File: src/rtl/bus_xfer_ctrl.sv
// Initiator for the shared register bus. It sequences one command through
// DRIVE, STROBE and DONE, and issues one-hot ld/inc/clr strobes at dst.
module bus_xfer_ctrl #(
    parameter int NREG = 8,
    parameter int IW   = 4,
    parameter int DW   = 16
) (
    input  logic            clk,
    input  logic            clr,
    input  logic            cmd_valid,
    output logic            cmd_ready,
    input  logic [1:0]      cmd_op,
    input  logic [IW-1:0]   cmd_src,
    input  logic [IW-1:0]   cmd_dst,
    input  logic [DW-1:0]   cmd_imm,
    output logic [IW-1:0]   bus_sel,
    output logic            bus_imm_en,
    output logic [DW-1:0]   imm_out,
    input  logic [DW-1:0]   bus_in,
    output logic [NREG-1:0] reg_ld,
    output logic [NREG-1:0] reg_inc,
    output logic [NREG-1:0] reg_clr,
    output logic [DW-1:0]   rd_data,
    output logic            done,
    output logic            err
);

    localparam logic [1:0] S_IDLE   = 2'd0;
    localparam logic [1:0] S_DRIVE  = 2'd1;
    localparam logic [1:0] S_STROBE = 2'd2;
    localparam logic [1:0] S_DONE   = 2'd3;

    localparam logic [1:0] OP_MOVE = 2'd0;
    localparam logic [1:0] OP_LDI  = 2'd1;
    localparam logic [1:0] OP_INC  = 2'd2;
    localparam logic [1:0] OP_CLR  = 2'd3;

    logic [1:0]    state_q, state_d;
    logic [1:0]    op_q, op_d;
    logic [IW-1:0] dst_q, dst_d;
    logic          bad_q, bad_d;
    logic [IW-1:0] bus_sel_q, bus_sel_d;
    logic          bus_imm_en_q, bus_imm_en_d;
    logic [DW-1:0] imm_out_q, imm_out_d;
    logic [DW-1:0] rd_data_q, rd_data_d;
    logic          cmd_bad;

    // Decided once at acceptance; an illegal command still walks the FSM.
    assign cmd_bad = (int'(cmd_dst) >= NREG) ||
                     ((cmd_op == OP_MOVE) && (int'(cmd_src) >= NREG));

    always_comb begin
        state_d      = state_q;
        op_d         = op_q;
        dst_d        = dst_q;
        bad_d        = bad_q;
        bus_sel_d    = bus_sel_q;
        bus_imm_en_d = bus_imm_en_q;
        imm_out_d    = imm_out_q;
        rd_data_d    = rd_data_q;
        case (state_q)
            S_IDLE: begin
                if (cmd_valid) begin
                    state_d = S_DRIVE;
                    op_d    = cmd_op;
                    dst_d   = cmd_dst;
                    bad_d   = cmd_bad;
                    // Bus outputs are registered here so they are valid throughout DRIVE.
                    if (cmd_op == OP_MOVE) begin
                        bus_sel_d    = cmd_src;
                        bus_imm_en_d = 1'b0;
                    end else if (cmd_op == OP_LDI) begin
                        bus_imm_en_d = 1'b1;
                        imm_out_d    = cmd_imm;
                    end
                end
            end
            S_DRIVE: state_d = S_STROBE;
            S_STROBE: begin
                state_d      = S_DONE;
                bus_imm_en_d = 1'b0;
                if (!bad_q && (op_q == OP_MOVE || op_q == OP_LDI))
                    rd_data_d = bus_in;
            end
            default: state_d = S_IDLE;
        endcase
    end

    always_comb begin
        reg_ld  = '0;
        reg_inc = '0;
        reg_clr = '0;
        if (state_q == S_STROBE && !bad_q) begin
            for (int i = 0; i < NREG; i++) begin
                if (dst_q == IW'(i)) begin
                    case (op_q)
                        OP_INC:  reg_inc[i] = 1'b1;
                        OP_CLR:  reg_clr[i] = 1'b1;
                        default: reg_ld[i]  = 1'b1;
                    endcase
                end
            end
        end
    end

    always_ff @(posedge clk) begin
        if (clr) begin
            state_q      <= S_IDLE;
            op_q         <= OP_MOVE;
            dst_q        <= '0;
            bad_q        <= 1'b0;
            bus_sel_q    <= '0;
            bus_imm_en_q <= 1'b0;
            imm_out_q    <= '0;
            rd_data_q    <= '0;
        end else begin
            state_q      <= state_d;
            op_q         <= op_d;
            dst_q        <= dst_d;
            bad_q        <= bad_d;
            bus_sel_q    <= bus_sel_d;
            bus_imm_en_q <= bus_imm_en_d;
            imm_out_q    <= imm_out_d;
            rd_data_q    <= rd_data_d;
        end
    end

    assign cmd_ready  = (state_q == S_IDLE);
    assign done       = (state_q == S_DONE);
    assign err        = (state_q == S_DONE) && bad_q;
    assign bus_sel    = bus_sel_q;
    assign bus_imm_en = bus_imm_en_q;
    assign imm_out    = imm_out_q;
    assign rd_data    = rd_data_q;

endmodule

File: config.mk
export PLATFORM = sky130hd
export DESIGN_NAME = bus_xfer_ctrl
export DESIGN_NICKNAME = d
export VERILOG_FILES = /design/src/rtl/bus_xfer_ctrl.sv
export SDC_FILE = /design/constraint.sdc
export NUM_CORES = 1
export LEC_CHECK = 0
export CORE_AREA = 4 4 75 77
export DETAILED_ROUTE_END_ITERATION = 10
export DIE_AREA = 0 0 79 81
export MAX_ROUTING_LAYER = met4
export PLACE_DENSITY_LB_ADDON = 0.25
export SLEW_MARGIN = 15
export SYNTH_ARGS = -nofsm -noshare
export SYNTH_HDL_FRONTEND = slang
export SYNTH_SLANG_ARGS = --single-unit
File: constraint.sdc
create_clock -name clk -period 4.7 [get_ports clk]
set_input_delay 0.94 -clock clk [delete_from_list [all_inputs] [get_ports clk]]
set_output_delay 0.94 -clock clk [all_outputs]
set_load 0.02 [all_outputs]
## Yosys cells after proc, flatten, opt, wreduce, memory -nomap -nowiden

Index checks and enable logic that the tools add are counted.

| word-level totals | value |
|---|---|
| register bits after elaboration | 46 |
| output and inout bits | 64 |

| cells by class | value |
|---|---|
| magnitude comparators | 2 |
| equality and inequality tests | 16 |
| muxes and demuxes | 36 |
| bitwise logic cells | 1 |
| reductions and logical operators | 18 |

Operators by type and width:

| cell | count |
|---|---|
| 1-bit two-way mux | 30 |
| 8-bit two-way mux | 3 |
| 4-bit by 3-bit equality test with 1-bit output (second input constant) | 4 |
| 2-bit equality test (second input constant) | 4 |
| 4-bit by 2-bit equality test with 1-bit output (second input constant) | 2 |
| 4-bit >= comparator (second input constant) | 2 |
| 2-bit by 1-bit equality test with 1-bit output (second input constant) | 3 |
| 2-bit zero test | 3 |
| 2-bit case mux with 3 select lines | 1 |
| 3-bit AND reduction | 2 |
| 4-bit by 1-bit equality test with 1-bit output (second input constant) | 1 |
| 1-bit logical AND | 4 |
| 4-bit zero test | 1 |
| 2-bit AND reduction | 2 |
| 4-bit AND reduction | 1 |
| 3-bit by 1-bit inequality test with 1-bit output (second input constant) | 1 |
| 1-bit logical OR | 2 |
| 2-bit two-way mux | 1 |
| 2-bit inequality test (second input constant) | 1 |
| 1-bit case mux with 2 select lines | 1 |
| 2-bit nonzero test | 1 |
| 2-bit OR reduction | 1 |
| 1-bit zero test | 1 |
| 1-bit NOT | 1 |

## Depth between registers and ports, before layout

| depth | value |
|---|---|
| word-level depth | 5 |
| gate-level depth with buffers | 7 |
| depth with buffers taken out | 5 |

## Least setup slack after synthesis

Ideal clock, no wire load.

| timing | value |
|---|---|
| kind | register to output |
| from | reg state_q[0] |
| to | out reg_ld[7] |
| arrival | 1560 ps |
| slack | 2200 ps |
| stages on the path, launching flop included | 7 |
| cell sequence | dfxtp_1 inv_1 ha_1 or3b_1 buf_2 buf_6 nor2_1 |

| between the ends | value |
|---|---|
| longest elaborated chain between the ends | 3 |

Ends and longest elaborated chain:

| item | line | RTL |
|---|---|---|
| start, declared | 38 | `logic [1:0] state_q, state_d;` |
| start signal, assigned | 117 | `state_q <= state_d;` |
| 2-bit equality test | 93 | `if (state_q == S_STROBE && !bad_q) begin` |
| 1-bit logical AND | 93 |  |
| 8-bit two-way mux | 93 |  |
| end, declared | 20 | `output logic [NREG-1:0] reg_ld,` |

No other way between the ends.

## Worst setup path after layout

Same ends and word-level chain as after synthesis.

==> key figures <==
Clocking
  • Cts bufs inserted: 5
  • CTS max path bufs: 2
  • CTS tree: built
  • Worst-Skew Late Latency: 0.29 ns
  • CTS Hold Bufs: 0
  • Post-CTS setup buffer count: 0
  • Root buf cell: clkbuf_8
  • Clock Sinks: 46
  • CTS clock-pin slew for the worst setup and hold paths: 0.09 ns
  • Resized Gates After CTS: 0
  • H-tree lvl count: 2

Worst setup path
  • CP Cell Sequence: inv_1 > ha_1 > or3b_1 > nor2_1 > clkdlybuf4s50_1
  • CP startpoint kind: flop
  • Crit path buffers/inverters: 2
  • Crit path max fanout: 24
  • CP Capture Type: output port
  • Worst path slowest cell: or3b_1
  • CP arrival: 2.58 ns
  • Required @ worst endpoint: 3.76 ns
  • WS Path Type: reg -> out
  • Slowest stage delay, CP: 0.72 ns
  • Crit path max-delay family: simple AND/OR/NAND/NOR gates

Synth
  • Post-Syn Nets: 301
  • Dominant synthesized flop cell: dfxtp_1
  • Mapped Area: 1930 sq um
  • Seq/Total Area, Yosys: 47.8%
  • Count leader, synth: nand2_1
  • Synth top area share: 47.8%
  • Post-synthesis register bit count: 46
  • Synth unique cells: 26
  • Post-synth EDFFs: 0
  • Top post-synthesis cells by area: dfxtp_1 48%, nand2_1 15%, a21oi_1 11%
  • Yosys warns: 0
  • Mapped Avg Cell Area: 7.65 sq um
  • Synth cell count leaders: 77 x nand2_1, 46 x dfxtp_1, 42 x a21oi_1
  • Yosys top cell by area: dfxtp_1
  • Post-synthesis cell count: 252
  • Synth async-reset ratio: 0%

Detailed routing
  • Routed WL per cell: 12.1 microns
  • Post-Route WL: 5.09 mm
  • Router iterations before antenna repair: 4
  • 1st-iter DRT viols: 70
  • ANT nets after route: 0
  • DR DRC count: 0
  • DR vias: 1968
  • Vias per cell: 4.66

Flow run
  • Max-cap violation count: 0

Floorplanning
  • Overall die width: 79 microns
  • Initial Util: 38.5%
  • Die area: 6400 sq um
  • Io pins: 109
  • Die H: 81 microns
  • # rows: 26
  • Core outline area: 5010 sq um

GRT
  • Number of antenna violations at the first check in global routing: 0
  • Total grt overflow: 0
  • Vias in the first global route: 1772
  • GRT Total Usage: 16.1%
  • Largest net degree at the start of global routing: 48
  • First-pass GRT wire length: 8.02 mm

Finish
  • Final non-filler cell total: 422
  • Area growth, synth to finish: 60.4%
  • Nets: 400
  • Fill cell count: 463
  • Share of layout cells above drive strength 1: 2.56%
  • Antenna diode count: 0

Placed design
  • Port Buffers: 108
  • DP HPWL: 3.81 mm
  • Gpl congestion: 0.722
  • Placed cells: 414

STA
  • Fin crit share: 74.9%
  • Fin crit period: 3.52 ns
  • Fin. Hold Viols: 0
  • Slew @ Worst Pin: 0.848 ns
  • Final Max Slew Viols: 0
  • Setup tns final: 0 ns
  • RSZ-0062 raised after global routing: no
  • Final setup viols: 0
  • Slew Limit Headroom: 43.5%
  • Max Freq: 284 MHz
  • Clk_skew: 0.00914 ns

Pwr
  • Power per standard cell area: 386 nW/um^2
  • Combinational share of power: 39.1%
  • Leak: 1.07 nW
  • Worst vdd ir: 0.287 mV
  • Switching power: 0.430 mW
  • Internal Power: 0.762 mW
  • Clock Power Share: 19.6%
  • Total power: 1.19 mW
  • Flop pwr share: 41.3%
  • Net Sw Frac: 36.1%

Hold path
  • Hold Crit Class: reg -> reg

Run status
  • Status: finished clean
worst reg2reg max path, stage by stage, from the launching register on:
cell,delay [ns]
dfxtp_1,0.34
inv_1,0.11
ha_1,0.44
nand4b_1,0.65
nand2_1,0.24
a21oi_1,0.09
power by group through the flow:
stage,clock [mW],combinational [mW],sequential [mW]
4_1_cts,0.244,0.472,0.493
2_1_floorplan,0,0.255,0.546
3_5_place_dp,0,0.470,0.502
6_report,0.233,0.466,0.493
3_3_place_gp,0,0.465,0.497
5_1_grt,0.262,0.511,0.502
metal layers:
layer  vias up  GRT usage (%)  wire length (microns)
li1       1010              -                      -
met1       877           20.3                   2370
met2        79           24.2                   2160
met3         2           6.54                    548
met4         0           3.61                     12
met5         -              -                      0
flip-flops by register name, indices dropped and copies added, names as in the netlist:
signal / flops
bus_imm_en: 1
imm_out: 16
rd_data: 16
op_q: 2
bad_q: 1
bus_sel: 4
state_q: 2
dst_q: 4
cell usage in the layout, fill, tap and decap left out:
cell type        count
clkbuf_1             1
and4bb_1             1
clkbuf_8             5
nor2_1              35
nand3_1              7
and2_1               1
and4b_1              1
buf_2                1
dfxtp_1             46
nand2_1             77
mux2i_1              5
nand4b_1             2
clkdlybuf4s50_1    107
nand4bb_1            1
and3_1               1
o21ai_0              1
nand2b_1             4
inv_1                2
clkinv_4             1
nor2b_1              3
a211oi_1             1
or3b_1               1
clkinv_2             1
ha_1                 4
nor3b_4              1
a21oi_1             42
metrics by stage:
| stage | setup WS (ns) | util [%] | area [sq um] | hold slack (ns) |
|---|---|---|---|---|
| 6_report | 1.18 | 61.7 | 3090 | 0.453 |
| 2_1_floorplan | 2.20 | - | 1930 | 0.445 |
| 3_3_place_gp | 1.56 | 60.0 | 3010 | 0.441 |
| 5_1_grt | 0.999 | 61.7 | 3090 | 0.471 |
| 3_5_place_dp | 1.49 | 60.0 | 3010 | 0.446 |
| 4_1_cts | 1.15 | 61.7 | 3090 | 0.457 |
path summary, 6_finish.rpt:
kind | from | end | slack [ns] | cells after the start
worst max-delay path | state_q[0]$_SDFFE_PP0P_ | reg_ld[7] | 1.18 | 5
worst min-delay path | rd_data[14]$_SDFFE_PP0P_ | rd_data[14]$_SDFFE_PP0P_ | 0.45 | 2
worst max register to register | state_q[0]$_SDFFE_PP0P_ | imm_out[5]$_SDFFE_PP0P_ | 2.68 | 5
worst min register to register | rd_data[14]$_SDFFE_PP0P_ | rd_data[14]$_SDFFE_PP0P_ | 0.45 | 2
logic make-up after synthesis:
group | after synthesis | synth area share [%]
AND/OR/NAND/NOR | 135 | 30.6
flip-flops | 46 | 47.8
AO/OA/AOI/OAI | 44 | 11.6
buffers and inverters | 18 | 4.87
multiplexers | 5 | 2.60
adder cells (fa/ha/maj) | 4 | 2.60
area by class of cell:
type | instances | area (sq um) | share of cell area [%]
Tap cell | 70 | 87.6 | 2.83
Timing Repair Buffer | 108 | 1080 | 34.8
Clock buffer | 6 | 72.6 | 2.35
Inverter | 2 | 7.51 | 0.243
Multi-Input combinational cell | 188 | 913 | 29.5
Sequential cell | 46 | 921 | 29.8
Clock inverter | 2 | 13.8 | 0.445
Note: power is estimated with default switching activity, not from simulation.
